--- config.mk ---
export PLATFORM = sky130hd
export DESIGN_NAME = e203_exu_alu_shrsched
export DESIGN_NICKNAME = d
export VERILOG_FILES = /design/src/rtl/e203_exu_shrsched_pkg.sv /design/src/rtl/e203_exu_shrsched_rr3.sv /design/src/rtl/e203_exu_alu_shrsched.sv
export SDC_FILE = /design/constraint.sdc
export NUM_CORES = 1
export LEC_CHECK = 0
export CAP_MARGIN = 10
export CORE_AREA = 2 2 194 196
export CTS_BUF_LIST = sky130_fd_sc_hd__clkbuf_16
export DETAILED_ROUTE_END_ITERATION = 7
export DIE_AREA = 0 0 196 198
export HOLD_SLACK_MARGIN = 0.1
export SYNTH_ARGS = -nofsm -noshare
export SYNTH_HDL_FRONTEND = slang
export SYNTH_SLANG_ARGS = --single-unit
--- constraint.sdc ---
create_clock -name clk -period 7.7 [get_ports clk]
set_clock_uncertainty 0.15 [all_clocks]
set_input_delay 1.54 -clock clk [delete_from_list [all_inputs] [get_ports clk]]
set_output_delay 1.54 -clock clk [all_outputs]
set_load 0.05 [all_outputs]
--- src/rtl/e203_exu_shrsched_pkg.sv ---
// Shared types and defaults for the EXU shared adder / sbf scheduler.
// Client indices double as bit positions in the grant vector.
package e203_exu_shrsched_pkg;

  localparam int DEF_ADD_W    = 35;
  localparam int DEF_SBF_W    = 33;
  localparam int DEF_LOCK_MAX = 40;

  typedef enum logic [1:0] {
    IDLE     = 2'd0,
    MDV_LOCK = 2'd1,
    AGU_LOCK = 2'd2
  } owner_e;

  localparam logic [1:0] MDV = 2'd0;
  localparam logic [1:0] AGU = 2'd1;
  localparam logic [1:0] ALU = 2'd2;

  function automatic logic [1:0] rr_follow(input logic [1:0] idx);
    return (idx == ALU) ? MDV : idx + 2'd1;
  endfunction

endpackage

--- src/rtl/e203_exu_shrsched_rr3.sv ---
// 3-way round-robin arbiter: the client named by ptr has top priority,
// then the others in mdv -> agu -> alu order. Purely combinational.
module e203_exu_shrsched_rr3
  import e203_exu_shrsched_pkg::*;
(
  input  logic [2:0] req,
  input  logic [1:0] ptr,
  output logic [2:0] gnt,
  output logic [1:0] ptr_nxt
);

  logic [2:0] sum;
  logic [1:0] idx;
  logic       found;

  always_comb begin
    gnt     = 3'b000;
    ptr_nxt = ptr;
    sum     = 3'd0;
    idx     = 2'd0;
    found   = 1'b0;
    for (int k = 0; k < 3; k++) begin
      sum = {1'b0, ptr} + 3'(k);
      idx = (sum >= 3'd3) ? 2'(sum - 3'd3) : sum[1:0];
      if (!found && req[idx]) begin
        found    = 1'b1;
        gnt[idx] = 1'b1;
        ptr_nxt  = rr_follow(idx);
      end
    end
  end

endmodule

--- src/rtl/e203_exu_alu_shrsched.sv ---
// Ownership scheduler for the shared ALU adder and the two shared buffers.
// Grants are combinational; ownership, rr pointer, lock timer and sbfs are flops.
module e203_exu_alu_shrsched
  import e203_exu_shrsched_pkg::*;
#(
  parameter int ADD_W    = DEF_ADD_W,
  parameter int SBF_W    = DEF_SBF_W,
  parameter int LOCK_MAX = DEF_LOCK_MAX
) (
  input  logic             clk,
  input  logic             rst_n,
  input  logic             flush_pulse,
  input  logic             mdv_req,
  input  logic             mdv_lock,
  input  logic [ADD_W-1:0] mdv_op1,
  input  logic [ADD_W-1:0] mdv_op2,
  input  logic             mdv_add,
  input  logic             mdv_sub,
  input  logic             mdv_sbf_0_ena,
  input  logic             mdv_sbf_1_ena,
  input  logic [SBF_W-1:0] mdv_sbf_0_nxt,
  input  logic [SBF_W-1:0] mdv_sbf_1_nxt,
  output logic             mdv_gnt,
  input  logic             agu_req,
  input  logic             agu_lock,
  input  logic [ADD_W-1:0] agu_op1,
  input  logic [ADD_W-1:0] agu_op2,
  input  logic             agu_add,
  input  logic             agu_sub,
  input  logic             agu_sbf_0_ena,
  input  logic             agu_sbf_1_ena,
  input  logic [SBF_W-1:0] agu_sbf_0_nxt,
  input  logic [SBF_W-1:0] agu_sbf_1_nxt,
  output logic             agu_gnt,
  input  logic             alu_req,
  input  logic [ADD_W-1:0] alu_op1,
  input  logic [ADD_W-1:0] alu_op2,
  input  logic             alu_add,
  input  logic             alu_sub,
  output logic             alu_gnt,
  output logic [ADD_W-1:0] adder_op1,
  output logic [ADD_W-1:0] adder_op2,
  output logic             adder_add,
  output logic             adder_sub,
  output logic [SBF_W-1:0] sbf_0_r,
  output logic [SBF_W-1:0] sbf_1_r,
  output logic [1:0]       owner,
  output logic             lock_tmo
);

  localparam int               CNT_W   = $clog2(LOCK_MAX + 1);
  localparam logic [CNT_W-1:0] CNT_MAX = CNT_W'(LOCK_MAX);

  owner_e           owner_q, owner_d;
  logic [1:0]       rr_ptr_q, rr_ptr_d;
  logic [CNT_W-1:0] lock_cnt_q, lock_cnt_d;
  logic [SBF_W-1:0] sbf_0_q, sbf_0_d, sbf_1_q, sbf_1_d;
  logic [2:0]       rr_gnt, gnt;
  logic [1:0]       rr_ptr_nxt;

  e203_exu_shrsched_rr3 u_rr3 (
    .req     ({alu_req, agu_req, mdv_req}),
    .ptr     (rr_ptr_q),
    .gnt     (rr_gnt),
    .ptr_nxt (rr_ptr_nxt)
  );

  always_comb begin
    gnt = 3'b000;
    if (!flush_pulse) begin
      case (owner_q)
        IDLE:     gnt = rr_gnt;
        MDV_LOCK: gnt[MDV] = mdv_req;
        AGU_LOCK: gnt[AGU] = agu_req;
        default:  gnt = 3'b000;
      endcase
    end
  end

  // A locked owner idling with req low keeps the lock and keeps the timer running.
  always_comb begin
    owner_d    = owner_q;
    rr_ptr_d   = rr_ptr_q;
    lock_cnt_d = lock_cnt_q;
    if (flush_pulse) begin
      owner_d    = IDLE;
      lock_cnt_d = '0;
    end else begin
      case (owner_q)
        IDLE: begin
          lock_cnt_d = '0;
          if (|gnt) rr_ptr_d = rr_ptr_nxt;
          if (gnt[MDV] && mdv_lock)      owner_d = MDV_LOCK;
          else if (gnt[AGU] && agu_lock) owner_d = AGU_LOCK;
        end
        MDV_LOCK, AGU_LOCK: begin
          if ((gnt[MDV] && !mdv_lock) || (gnt[AGU] && !agu_lock)) begin
            owner_d    = IDLE;
            lock_cnt_d = '0;
          end else if (lock_cnt_q != CNT_MAX) begin
            lock_cnt_d = lock_cnt_q + 1'b1;
          end
        end
        default: begin
          owner_d    = IDLE;
          lock_cnt_d = '0;
        end
      endcase
    end
  end

  always_comb begin
    sbf_0_d = sbf_0_q;
    sbf_1_d = sbf_1_q;
    if (gnt[MDV] && mdv_sbf_0_ena)      sbf_0_d = mdv_sbf_0_nxt;
    else if (gnt[AGU] && agu_sbf_0_ena) sbf_0_d = agu_sbf_0_nxt;
    if (gnt[MDV] && mdv_sbf_1_ena)      sbf_1_d = mdv_sbf_1_nxt;
    else if (gnt[AGU] && agu_sbf_1_ena) sbf_1_d = agu_sbf_1_nxt;
  end

  always_ff @(posedge clk or negedge rst_n) begin
    if (!rst_n) begin
      owner_q    <= IDLE;
      rr_ptr_q   <= MDV;
      lock_cnt_q <= '0;
      sbf_0_q    <= '0;
      sbf_1_q    <= '0;
    end else begin
      owner_q    <= owner_d;
      rr_ptr_q   <= rr_ptr_d;
      lock_cnt_q <= lock_cnt_d;
      sbf_0_q    <= sbf_0_d;
      sbf_1_q    <= sbf_1_d;
    end
  end

  assign adder_op1 = ({ADD_W{gnt[MDV]}} & mdv_op1) | ({ADD_W{gnt[AGU]}} & agu_op1)
                   | ({ADD_W{gnt[ALU]}} & alu_op1);
  assign adder_op2 = ({ADD_W{gnt[MDV]}} & mdv_op2) | ({ADD_W{gnt[AGU]}} & agu_op2)
                   | ({ADD_W{gnt[ALU]}} & alu_op2);
  assign adder_add = (gnt[MDV] & mdv_add) | (gnt[AGU] & agu_add) | (gnt[ALU] & alu_add);
  assign adder_sub = (gnt[MDV] & mdv_sub) | (gnt[AGU] & agu_sub) | (gnt[ALU] & alu_sub);

  assign mdv_gnt  = gnt[MDV];
  assign agu_gnt  = gnt[AGU];
  assign alu_gnt  = gnt[ALU];
  assign sbf_0_r  = sbf_0_q;
  assign sbf_1_r  = sbf_1_q;
  assign owner    = owner_q;
  assign lock_tmo = (lock_cnt_q == CNT_MAX);

endmodule
After elaboration in Yosys (flattened, before gate mapping) --
Index checks and enable logic that the tools add are counted.
Operators by class: reductions and logical operators 26, bitwise gates (word level) 23, div/mod/pow operators 0, multiplexer cells 43, magnitude comparators 9, shift operators 0, add/sub/neg operators 9, eq/ne operators 10, $mul 0
Operators with widths (number):
- bitwise AND 35 bit | 6
- OR 35 bit | 4
- two-way mux 33 bit | 4
- two-way mux 2 bit | 13
- two-way mux 6 bit | 4
- logical AND 1 bit | 13
- two-way mux 3 bit | 4
- less-than comparator 2 x 3 -> 1 bit (second input constant) | 3
- two-way mux 1 bit | 9
- == test 2 bit (second input constant) | 4
- != test 4 bit (second input constant) | 2
- adder 2 x 1 -> 2 bit (second input constant) | 3
- adder 6 x 1 -> 6 bit (second input constant) | 1
- bitwise AND 1 bit | 6
- binary-select mux 1 bit (select 2 bit) | 3
- demux 1 bit (select 2 bit) | 3
- == test 6 bit (second input constant) | 1
- >= comparator 2 x 1 -> 1 bit (second input constant) | 3
- >= comparator 3 x 2 -> 1 bit (second input constant) | 2
- != test 6 bit (second input constant) | 1
- OR 3 bit | 2
- subtractor 2 bit (second input constant) | 3
- logical NOT 1 bit | 4
- OR 1 bit | 4
- 16 further kinds | 18
Word-level totals: word-level logic and storage cells 125, input port bits 360, bits in read-only memories 0, memories 0, latch bits 0, bits in registers 76, memory bits (writable) 0, output and inout bits 144

Longest topological paths before layout --
Gate-level depths: netlist (run 1).
word-level depth 18, depth in mapped cells 11, depth with buffers taken out 8

By module --
A second synthesis (run 1) with hierarchy kept.
Second synthesis, totals: cells, all modules 490, area, all modules 5373.9 um2
Modules (own cells, without submodules):
- e203_exu_alu_shrsched | instances 1, area each 5038.6 um2, sequential area each 1901.8 um2, cells an instance 446
- e203_exu_shrsched_rr3 | instances 1, area each 335.3 um2, sequential area each 0.0 um2, cells an instance 44

Worst setup path after synthesis (run 1) --
No wires, ideal clock.
path kind in2out, start input agu_req, end output adder_op1[29], slack 1988 ps, arrival 4022 ps, data required time 6010 ps, stages on the path 9, path buffers 3, cell sequence buf_6 > and2b_1 > o21ai_1 > a31oi_2 > a211o_4 > and2_1 > buf_4 > buf_4 > o21ai_0
Between the ends: word-level cells in the longest chain between the ends 14, elaborated cells on any way between the ends 26, classes of those cells 15 x mux; 7 x bitwise; 4 x reduce/logical
RTL lines:
- start, declared | line e203_exu_alu_shrsched.sv:24 | input logic agu_req,
- binary-select mux 1 bit (select 2 bit) | line e203_exu_shrsched_rr3.sv:25 | if (!found && req[idx]) begin
- two-way mux 1 bit (not written as such) | line e203_exu_shrsched_rr3.sv:25
- two-way mux 1 bit | line e203_exu_shrsched_rr3.sv:25
- logical NOT 1 bit | line e203_exu_shrsched_rr3.sv:25
- logical AND 1 bit | line e203_exu_shrsched_rr3.sv:25
- two-way mux 1 bit | line e203_exu_shrsched_rr3.sv:25
- logical NOT 1 bit | line e203_exu_shrsched_rr3.sv:25
- logical AND 1 bit | line e203_exu_shrsched_rr3.sv:25
- two-way mux 3 bit | line e203_exu_shrsched_rr3.sv:25
- one-hot mux 1 bit (2 select lines) | line e203_exu_alu_shrsched.sv:71 | case (owner_q)
- two-way mux 3 bit * | line e203_exu_alu_shrsched.sv:70 | if (!flush_pulse) begin
- bitwise AND 35 bit | line e203_exu_alu_shrsched.sv:137 | assign adder_op1 = ({ADD_W{gnt[MDV]}} & mdv_op1) | ({ADD_W{gnt[AGU]}} & agu_op1)
- OR 35 bit | line e203_exu_alu_shrsched.sv:137
- OR 35 bit * | line e203_exu_alu_shrsched.sv:138 | | ({ADD_W{gnt[ALU]}} & alu_op1);
- end, declared | line e203_exu_alu_shrsched.sv:41 | output logic [ADD_W-1:0] adder_op1,
Every way passes the cells marked *; elsewhere a longest branch is shown, timed or not. The select of a mux whose other input is x is not followed.

Worst setup path in the final report (run 1) --
start input agu_req, end output adder_add
Between the ends: word-level cells in the longest chain between the ends 14, elaborated cells on any way between the ends 26, classes of those cells 15 x mux; 7 x bitwise; 4 x reduce/logical
RTL lines:
- binary-select mux 1 bit (select 2 bit) | line e203_exu_shrsched_rr3.sv:25
- two-way mux 1 bit (not written as such) | line e203_exu_shrsched_rr3.sv:25
- two-way mux 1 bit | line e203_exu_shrsched_rr3.sv:25
- logical NOT 1 bit | line e203_exu_shrsched_rr3.sv:25
- logical AND 1 bit | line e203_exu_shrsched_rr3.sv:25
- two-way mux 1 bit | line e203_exu_shrsched_rr3.sv:25
- logical NOT 1 bit | line e203_exu_shrsched_rr3.sv:25
- logical AND 1 bit | line e203_exu_shrsched_rr3.sv:25
- two-way mux 3 bit | line e203_exu_shrsched_rr3.sv:25
- one-hot mux 1 bit (2 select lines) | line e203_exu_alu_shrsched.sv:71
- two-way mux 3 bit * | line e203_exu_alu_shrsched.sv:70
- bitwise AND 1 bit | line e203_exu_alu_shrsched.sv:141 | assign adder_add = (gnt[MDV] & mdv_add) | (gnt[AGU] & agu_add) | (gnt[ALU] & alu_add);
- OR 1 bit | line e203_exu_alu_shrsched.sv:141
- OR 1 bit * | line e203_exu_alu_shrsched.sv:141
- end, declared | line e203_exu_alu_shrsched.sv:43 | output logic adder_add,
Marked as above.

==> results of run 1 <==
-- per-stage QoR --
step                hold slack (ns)  power [uW]  instance area, um^2  util (%)  setup slack, ns
floorplan                    0.3545        3607                 5916         -            1.988
global placement             0.3770        4895                11360     30.74            1.059
detailed placement           0.3868        4927                11360     30.74           0.9745
CTS                          0.4020        5435                11680     31.60           0.9692
global route                 0.4285        5636                11690     31.63           0.7931
finish                       0.4038        5388                11690     31.64           0.9626
-- area by class of cell --
cell class | count | area share, %
diodes | 6 | 0.1284
clock buffers | 9 | 1.926
clock inverters | 7 | 0.7813
inverters | 85 | 2.729
multi-input cells | 377 | 29.28
flip-flops and latches | 76 | 16.27
well taps | 474 | 5.073
repair buffers | 515 | 43.81
-- power groups by stage --
| stage | logic (uW) | registers (uW) | clock network (uW) |
|---|---|---|---|
| 2_1_floorplan | 2280 | 1330 | 0 |
| 3_3_place_gp | 4200 | 695 | 0 |
| 3_5_place_dp | 4230 | 697 | 0 |
| 4_1_cts | 4240 | 699 | 499 |
| 5_1_grt | 4400 | 724 | 508 |
| 6_report | 4210 | 698 | 479 |
-- critical path, cell delays in order --
cell             delay [ns]
clkdlybuf4s50_1        0.57
mux2_2                 0.35
a221o_1                0.32
a31oi_2                0.28
a211o_4                0.22
and2_2                 0.60
buf_4                  0.33
o21ai_0                0.10
clkdlybuf4s50_1        0.71
-- flip-flops by register name, summed over array words and instances (netlist names) --
name	count
rr_ptr_q	2
owner	2
sbf_0_r	33
lock_cnt_q	6
sbf_1_r	33
-- cells by family after synthesis --
family	synth area share (%)
compound gates	20.73
mux	29.80
buf+inv	10.55
flops	32.15
simple gates	4.273
fa+ha+maj	1.904
xor+xnor	0.5923
-- worst max path at each step --
stage                       start             to  slack (ns)
after floorplan           agu_req  adder_op1[29]        1.99
after global placement    agu_req  adder_op1[30]        1.06
final                     agu_req      adder_add        0.96
after CTS                 agu_req      adder_add        0.97
after global routing      agu_req      adder_add        0.79
after detailed placement  agu_req      adder_add        0.97
-- cell usage after synthesis, types with 7 or more instances --
cell type / number / area [um^2]
ha_1: 9 / 112.6
o21ai_0: 13 / 65.06
nand2_1: 7 / 26.28
buf_2: 7 / 35.03
buf_4: 9 / 67.56
o21ai_1: 63 / 315.3
nor2_1: 11 / 41.29
mux2_2: 73 / 822.0
inv_1: 85 / 319.1
a22oi_1: 73 / 548.0
clkbuf_1: 12 / 45.04
mux2_4: 60 / 900.9
dfrtp_1: 76 / 1902
-- per-layer routing --
| metal | up-vias | track usage, % |
|---|---|---|
| met1 | 2991 | 16.05 |
| li1 | 3041 | - |
| met4 | 0 | 5.864 |
| met3 | 26 | 4.173 |
| met5 | - | 0 |
| met2 | 329 | 26.84 |
==> report_table.html, run 1 <==
<table>
<tr><th>Metric</th><th>Value</th></tr>
<tr><th colspan="2">Power and ir drop</th></tr>
<tr><td>Power density over cell area</td><td>approximately 460 nW/um^2</td></tr>
<tr><td>Switching share of total power</td><td>a little over half</td></tr>
<tr><td>Sequential Power Share</td><td>13.0%</td></tr>
<tr><td>Internal</td><td>approximately 2500 uW</td></tr>
<tr><td>Reported leakage power</td><td>0.004700 uW</td></tr>
<tr><td>Peak VDD IR</td><td>slightly above 0.0002 V</td></tr>
<tr><td>Power spent charging and discharging nets</td><td>between 2000 and 3000 uW</td></tr>
<tr><td>Combinational share of power</td><td>approximately four fifths</td></tr>
<tr><td>Clock power frac</td><td>8.9%</td></tr>
<tr><th colspan="2">Placed design</th></tr>
<tr><td>Detailed Place HPWL</td><td>roughly 25 mm</td></tr>
<tr><td>Weighted congestion reported at the end of routability-driven placement</td><td>0.9087</td></tr>
<tr><td>Dpl cells</td><td>1,527</td></tr>
<tr><td>Number of buffer cells added on primary ports</td><td>503</td></tr>
<tr><th colspan="2">Min path</th></tr>
<tr><td>Cell count of the worst hold path</td><td>2</td></tr>
<tr><td>Hold path startpoint</td><td>lock_cnt_q[5]</td></tr>
<tr><td>End point of the most critical hold path</td><td>lock_cnt_q[5]</td></tr>
<tr><td>Worst hold path class</td><td>reg2reg</td></tr>
<tr><th colspan="2">Routing</th></tr>
<tr><td>Via Count</td><td>roughly 6,400</td></tr>
<tr><td>Vias per std cell</td><td>between 4 and 5</td></tr>
<tr><td>Starting DRC count in detailed routing</td><td>~210</td></tr>
<tr><td>Met3 wire length</td><td>approximately 2.5 mm</td></tr>
<tr><td>Post-DRT Antenna Nets</td><td>0</td></tr>
<tr><td>First-pass iteration count of the detailed router</td><td>5</td></tr>
<tr><td>Top Metal Used</td><td>met4</td></tr>
<tr><td>Wire length on met2</td><td>about 15 mm</td></tr>
<tr><td>Total wire length</td><td>~30 mm</td></tr>
<tr><td>DRC violations left</td><td>0</td></tr>
<tr><td>Detail-routed net length per standard cell</td><td>around 19 um</td></tr>
<tr><td>Routed length on met1</td><td>between 10 and 15 mm</td></tr>
<tr><th colspan="2">STA</th></tr>
<tr><td>Highest clock rate</td><td>approximately 150 MHz</td></tr>
<tr><td>Total count of hold-check failures in the final report</td><td>0</td></tr>
<tr><td>Setup violations, final</td><td>0</td></tr>
<tr><td>Worst slew margin relative to its limit</td><td>a little over two fifths</td></tr>
<tr><td>Transition time of the tightest slew-check pin</td><td>between 0.8 and 0.9 ns</td></tr>
<tr><td>Tmin final</td><td>roughly 6.7 ns</td></tr>
<tr><td>Final period util</td><td>between 80% and 90%</td></tr>
<tr><td>Final Slew Violations</td><td>0</td></tr>
<tr><td>Setup repair after global routing missed its margin</td><td>no</td></tr>
<tr><td>Setup TNS</td><td>0 ns</td></tr>
<tr><th colspan="2">Finish</th></tr>
<tr><td>Post-layout net count</td><td>1,433</td></tr>
<tr><td>Final Instance Count excl. Fillers</td><td>1,549</td></tr>
<tr><td>Area of all sequential standard cells</td><td>between 1500 and 2000 um^2</td></tr>
<tr><td>Most common cell after layout, fill and taps aside</td><td>clkdlybuf4s50_1</td></tr>
<tr><td>Commonest cells after routing, fill and taps aside</td><td>clkdlybuf4s50_1, inv_1, dfrtp_1</td></tr>
<tr><td>Area growth, synth to finish</td><td>97.63%</td></tr>
<tr><td>Combined area of the multi-input logic cells</td><td>between 3000 and 4000 um^2</td></tr>
<tr><td>Number of fillers in the final layout</td><td>between 3,000 and 4,000</td></tr>
<tr><td>Fraction of layout instances using a drive strength above 1</td><td>between 10% and 20%</td></tr>
<tr><th colspan="2">Yosys</th></tr>
<tr><td>Most used DFF post-synth</td><td>dfrtp_1</td></tr>
<tr><td>Proportion of register bits with asynchronous set or reset after synthesis</td><td>100.0%</td></tr>
<tr><td>Number of enable-type register cells in the synthesized netlist</td><td>0</td></tr>
<tr><td>Post-Syn Area</td><td>5916 um^2</td></tr>
<tr><td>Post-synth cell types</td><td>slightly below 60</td></tr>
<tr><td>Nets in the synthesized netlist</td><td>between 900 and 1,000</td></tr>
<tr><td>Post-synthesis register bit count</td><td>76</td></tr>
<tr><td>Syn. warnings</td><td>0</td></tr>
<tr><td>Number of standard cells after synthesis</td><td>578</td></tr>
<tr><td>Sequential element share of the synthesized area</td><td>between 30% and 40%</td></tr>
<tr><td>Mean Syn Cell Area</td><td>10.23 um^2</td></tr>
<tr><th colspan="2">Worst setup path</th></tr>
<tr><td>Worst R2R End</td><td>sbf_1_r[27]</td></tr>
<tr><td>Critical Path End Type</td><td>output port</td></tr>
<tr><td>Setup slack of the worst register-to-register path</td><td>about 4.4 ns</td></tr>
<tr><td>Largest fanout of any net on the critical path</td><td>28</td></tr>
<tr><td>Number of cells on the worst reg-to-reg path</td><td>9</td></tr>
<tr><td>Worst Path Class, Setup</td><td>in2out</td></tr>
<tr><td>Reg-to-reg startpoint</td><td>rr_ptr_q[0]</td></tr>
<tr><td>Startpoint kind of the worst setup timing path</td><td>primary input</td></tr>
<tr><td>Worst Path Required</td><td>around 6 ns</td></tr>
<tr><td>Arrival time of the worst setup path</td><td>between 5 and 6 ns</td></tr>
<tr><th colspan="2">Clock network</th></tr>
<tr><td># resized after CTS</td><td>0</td></tr>
<tr><td>TritonCTS clock tree</td><td>built</td></tr>
<tr><td>Post-CTS setup repair buffer count</td><td>0</td></tr>
<tr><td>Root buffer selected by CTS</td><td>clkbuf_16</td></tr>
<tr><td>Number of H-tree branching levels</td><td>3</td></tr>
<tr><td>Clk pin slew, worst setup/hold paths</td><td>0.06 ns</td></tr>
<tr><td>Clock latency at the later pin of the worst-skew pair</td><td>between 0.3 and 0.4 ns</td></tr>
<tr><td>CTS hold repair buffers</td><td>0</td></tr>
<tr><td>Cts bufs inserted</td><td>9</td></tr>
<tr><td>Number of clock sinks</td><td>76</td></tr>
<tr><td>Maximum buffer depth of the clock tree</td><td>2</td></tr>
<tr><th colspan="2">Floorplanning</th></tr>
<tr><td>Core region area</td><td>36,960 um^2</td></tr>
<tr><td>Top-Level Pins</td><td>between 500 and 600</td></tr>
<tr><td>Die outline width</td><td>about 200 um</td></tr>
<tr><td>Starting Density</td><td>between 15 and 20%</td></tr>
<tr><td>Die footprint</td><td>slightly below 40,000 um^2</td></tr>
<tr><td>Die Height</td><td>between 150 and 200 um</td></tr>
<tr><td>Number of cell rows</td><td>71</td></tr>
<tr><th colspan="2">Global routing</th></tr>
<tr><td>GRT Resource Usage Total</td><td>between 10% and 20%</td></tr>
<tr><td>Number of antenna violations at the first check in global routing</td><td>6</td></tr>
<tr><td>First-pass GRT wire length</td><td>between 40 and 50 mm</td></tr>
<tr><td>Pin count of the biggest net entering global routing</td><td>66</td></tr>
<tr><td>Final global-route overflow total</td><td>0</td></tr>
<tr><td>Vias in the first global route</td><td>approximately 6,700</td></tr>
<tr><th colspan="2">Flow run</th></tr>
<tr><td>Count of max-cap constraint violations</td><td>0</td></tr>
<tr><th colspan="2">Status</th></tr>
<tr><td>Outcome</td><td>complete, no violations</td></tr>
</table>
(Power assumes the default switching activity.)
==> inputs of run 2 (changes only) <==
CORE_AREA = 2 2 197 199   (was 2 2 194 196)
DIE_AREA = 0 0 199 201   (was 0 0 196 198)
RECOVER_POWER = 50   (was unset)
==> report_table.html, run 2 (synthesis gave the netlist of run 1 again) <==
<table>
<tr><th>Metric</th><th>Value</th></tr>
<tr><th colspan="2">Clock network</th></tr>
<tr><td>Number of H-tree branching levels</td><td>3 (unchanged)</td></tr>
<tr><td>Cts bufs inserted</td><td>9 (unchanged)</td></tr>
<tr><td>CTS hold repair buffers</td><td>0 (unchanged)</td></tr>
<tr><td># resized after CTS</td><td>0 (unchanged)</td></tr>
<tr><td>Number of clock sinks</td><td>76 (unchanged)</td></tr>
<tr><td>Clk pin slew, worst setup/hold paths</td><td>0.05 ns (about the same)</td></tr>
<tr><td>Clock latency at the later pin of the worst-skew pair</td><td>0.34 ns (about the same)</td></tr>
<tr><td>Post-CTS setup repair buffer count</td><td>0 (unchanged)</td></tr>
<tr><td>Maximum buffer depth of the clock tree</td><td>2 (unchanged)</td></tr>
<tr><td>Root buffer selected by CTS</td><td>clkbuf_16</td></tr>
<tr><td>TritonCTS clock tree</td><td>built</td></tr>
<tr><th colspan="2">Routing</th></tr>
<tr><td>First-pass iteration count of the detailed router</td><td>5 (unchanged)</td></tr>
<tr><td>Starting DRC count in detailed routing</td><td>206 (-0.48%)</td></tr>
<tr><td>Vias per std cell</td><td>4.124 (about the same)</td></tr>
<tr><td>Total wire length</td><td>32.74 mm (+9.4%)</td></tr>
<tr><td>DRC violations left</td><td>0 (unchanged)</td></tr>
<tr><td>Post-DRT Antenna Nets</td><td>0 (unchanged)</td></tr>
<tr><td>Detail-routed net length per standard cell</td><td>20.45 um (+5.8%)</td></tr>
<tr><td>Via Count</td><td>6,603 (+3.4%)</td></tr>
<tr><th colspan="2">STA</th></tr>
<tr><td>Setup TNS</td><td>0 ns (unchanged)</td></tr>
<tr><td>Tmin final</td><td>6.675 ns (-0.06232 ns)</td></tr>
<tr><td>Total count of hold-check failures in the final report</td><td>0 (unchanged)</td></tr>
<tr><td>Final setup slack of the worst path</td><td>1.025 ns (+0.06232 ns)</td></tr>
<tr><td>Final Slew Violations</td><td>53 (+53)</td></tr>
<tr><td>Setup repair after global routing missed its margin</td><td>no</td></tr>
<tr><td>Setup violations, final</td><td>0 (unchanged)</td></tr>
<tr><td>Highest clock rate</td><td>149.8 MHz (+0.93%)</td></tr>
<tr><td>Final period util</td><td>86.69% (-0.81 points)</td></tr>
<tr><td>Worst slew margin relative to its limit</td><td>-103.1% (-150 points)</td></tr>
<tr><td>Transition time of the tightest slew-check pin</td><td>3.046 ns (+2.197 ns)</td></tr>
<tr><th colspan="2">Placed design</th></tr>
<tr><td>Detailed Place HPWL</td><td>27.71 mm (+11%)</td></tr>
<tr><td>Number of buffer cells added on primary ports</td><td>503 (unchanged)</td></tr>
<tr><td>Placement-stage worst setup slack</td><td>1.097 ns (+0.1222 ns)</td></tr>
<tr><td>Weighted congestion reported at the end of routability-driven placement</td><td>0.9146 (+0.65%)</td></tr>
<tr><th colspan="2">Min path</th></tr>
<tr><td>Worst hold path class</td><td>reg2reg</td></tr>
<tr><th colspan="2">Worst setup path</th></tr>
<tr><td>Worst Path Class, Setup</td><td>in2out</td></tr>
<tr><td>Startpoint kind of the worst setup timing path</td><td>primary input</td></tr>
<tr><td>Critical-path cell with the highest stage delay</td><td>clkdlybuf4s50_1</td></tr>
<tr><td>Critical Path End Type</td><td>output port</td></tr>
<tr><td>Worst Path Required</td><td>6.01 ns (about the same)</td></tr>
<tr><td>Critical path cell sequence</td><td>dlygate4sd3_1 &gt; mux2_2 &gt; a221o_1 &gt; a31oi_2 &gt; a211o_4 &gt; and2_4 &gt; buf_4 &gt; o21ai_1 &gt; clkdlybuf4s50_1</td></tr>
<tr><td>Buffer and inverter count on the worst path</td><td>3 (unchanged)</td></tr>
<tr><td>Largest fanout of any net on the critical path</td><td>43 (+54%)</td></tr>
<tr><td>Top delay family on crit path</td><td>buffers and inverters</td></tr>
<tr><td>CP max stage delay</td><td>0.72 ns (about the same)</td></tr>
<tr><td>Arrival time of the worst setup path</td><td>4.99 ns (-0.06 ns)</td></tr>
<tr><th colspan="2">Power and ir drop</th></tr>
<tr><td>Peak VDD IR</td><td>0.0001859 V (-10%)</td></tr>
<tr><td>Power density over cell area</td><td>448.1 nW/um^2 (-2.8%)</td></tr>
<tr><td>Reported leakage power</td><td>0.004715 uW (+0.31%)</td></tr>
<tr><th colspan="2">Floorplanning</th></tr>
<tr><td>Die outline width</td><td>199 um (+1.5%)</td></tr>
<tr><td>Starting Density</td><td>15.52% (-0.48 points)</td></tr>
<tr><td>Number of cell rows</td><td>72 (+1.4%)</td></tr>
<tr><td>Die Height</td><td>201 um (+1.5%)</td></tr>
<tr><td>Die footprint</td><td>40,000 um^2 (+3.1%)</td></tr>
<tr><td>Top-Level Pins</td><td>504 (unchanged)</td></tr>
<tr><td>Core region area</td><td>38,110 um^2 (+3.1%)</td></tr>
<tr><th colspan="2">Finish</th></tr>
<tr><td>Post-layout net count</td><td>1,434 (+0.070%)</td></tr>
<tr><td>Combined area of the multi-input logic cells</td><td>3418 um^2 (-0.15%)</td></tr>
<tr><td>Area of all sequential standard cells</td><td>1902 um^2 (unchanged)</td></tr>
<tr><td>Commonest cells after routing, fill and taps aside</td><td>clkdlybuf4s50_1, inv_1, dfrtp_1</td></tr>
<tr><td>Most common cell after layout, fill and taps aside</td><td>clkdlybuf4s50_1</td></tr>
<tr><td>Area growth, synth to finish</td><td>98.03%</td></tr>
<tr><td>Fraction of layout instances using a drive strength above 1</td><td>16.26% (-0.30 points)</td></tr>
<tr><td>Number of fillers in the final layout</td><td>3,945 (+3.7%)</td></tr>
<tr><th colspan="2">Flow run</th></tr>
<tr><td>Count of max-cap constraint violations</td><td>1 (+1)</td></tr>
<tr><th colspan="2">Global routing</th></tr>
<tr><td>Vias in the first global route</td><td>6,922 (+3.2%)</td></tr>
<tr><td>GRT Resource Usage Total</td><td>15.65% (+0.94 points)</td></tr>
<tr><td>Pin count of the biggest net entering global routing</td><td>73 (+11%)</td></tr>
<tr><td>First-pass GRT wire length</td><td>45.48 mm (+7.7%)</td></tr>
<tr><td>Number of antenna violations at the first check in global routing</td><td>15 (+9)</td></tr>
<tr><td>Final global-route overflow total</td><td>0 (unchanged)</td></tr>
<tr><th colspan="2">Status</th></tr>
<tr><td>Outcome</td><td>finished, violations left</td></tr>
<tr><td>Violations in the final reports</td><td>max-capacitance violations, max-slew violations</td></tr>
</table>
run 2: through the flow:
step                      cell area (um^2)  std cells  util, %  total power [uW]  hold WS [ns]
after floorplan                       5916        578        -              3607        0.3545
after global placement               11440       1572    30.01              4923        0.3862
after detailed placement             11440       1572    30.01              4958        0.3963
after CTS                            11700       1588    30.69              5382        0.4127
after global routing                 11710       1597    30.72              5496        0.4597
final                                11720       1601    30.74              5249        0.4079
run 2: power breakdown:
| part | internal [uW] | switching [uW] | leakage, uW |
|---|---|---|---|
| registers | 595 | 94.8 | 0.000913 |
| clock network | 214 | 175 | 0.000134 |
| logic | 1600 | 2570 | 0.00367 |
run 2: worst reg2reg max path: stages, from the launching register on:
cell	delay, ns
dfrtp_1	0.39
inv_1	0.08
ha_1	0.42
nand2b_1	0.24
nor3_1	0.29
o21a_2	0.28
o21a_4	0.71
buf_4	0.34
a2111oi_0	0.10
or3b_1	0.40
run 2: layout make-up:
| cell class | instances | share of cell area (%) |
|---|---|---|
| Clock inverter | 7 | 0.2990 |
| Tap cell | 518 | 5.532 |
| Clock buffer | 9 | 1.922 |
| Sequential cell | 76 | 16.23 |
| Antenna cell | 13 | 0.2777 |
| Multi-Input combinational cell | 377 | 29.18 |
| Timing Repair Buffer | 516 | 43.83 |
| Inverter | 85 | 2.723 |
run 2: routing by layer:
metal | share of wire, % | track usage, %
met1 | 36 | 16.38
met2 | 52 | 28.43
met3 | 9.5 | 5.259
met4 | 2.1 | 6.370
met5 | 0.082 | 0
run 2: final timing paths:
| kind | start | to | slack, ns | cells after the start |
|---|---|---|---|---|
| max reg2reg | rr_ptr_q[0] | owner[0] | 4.18 | 9 |
| min reg2reg | lock_cnt_q[4] | lock_cnt_q[4] | 0.41 | 2 |
| max | agu_req | adder_op2[27] | 1.02 | 9 |
| max in group asynchronous | rst_n | sbf_1_r[32] | 2.49 | 2 |
| min | lock_cnt_q[4] | lock_cnt_q[4] | 0.41 | 2 |
| min in group asynchronous | rst_n | sbf_0_r[1] | 1.36 | 1 |
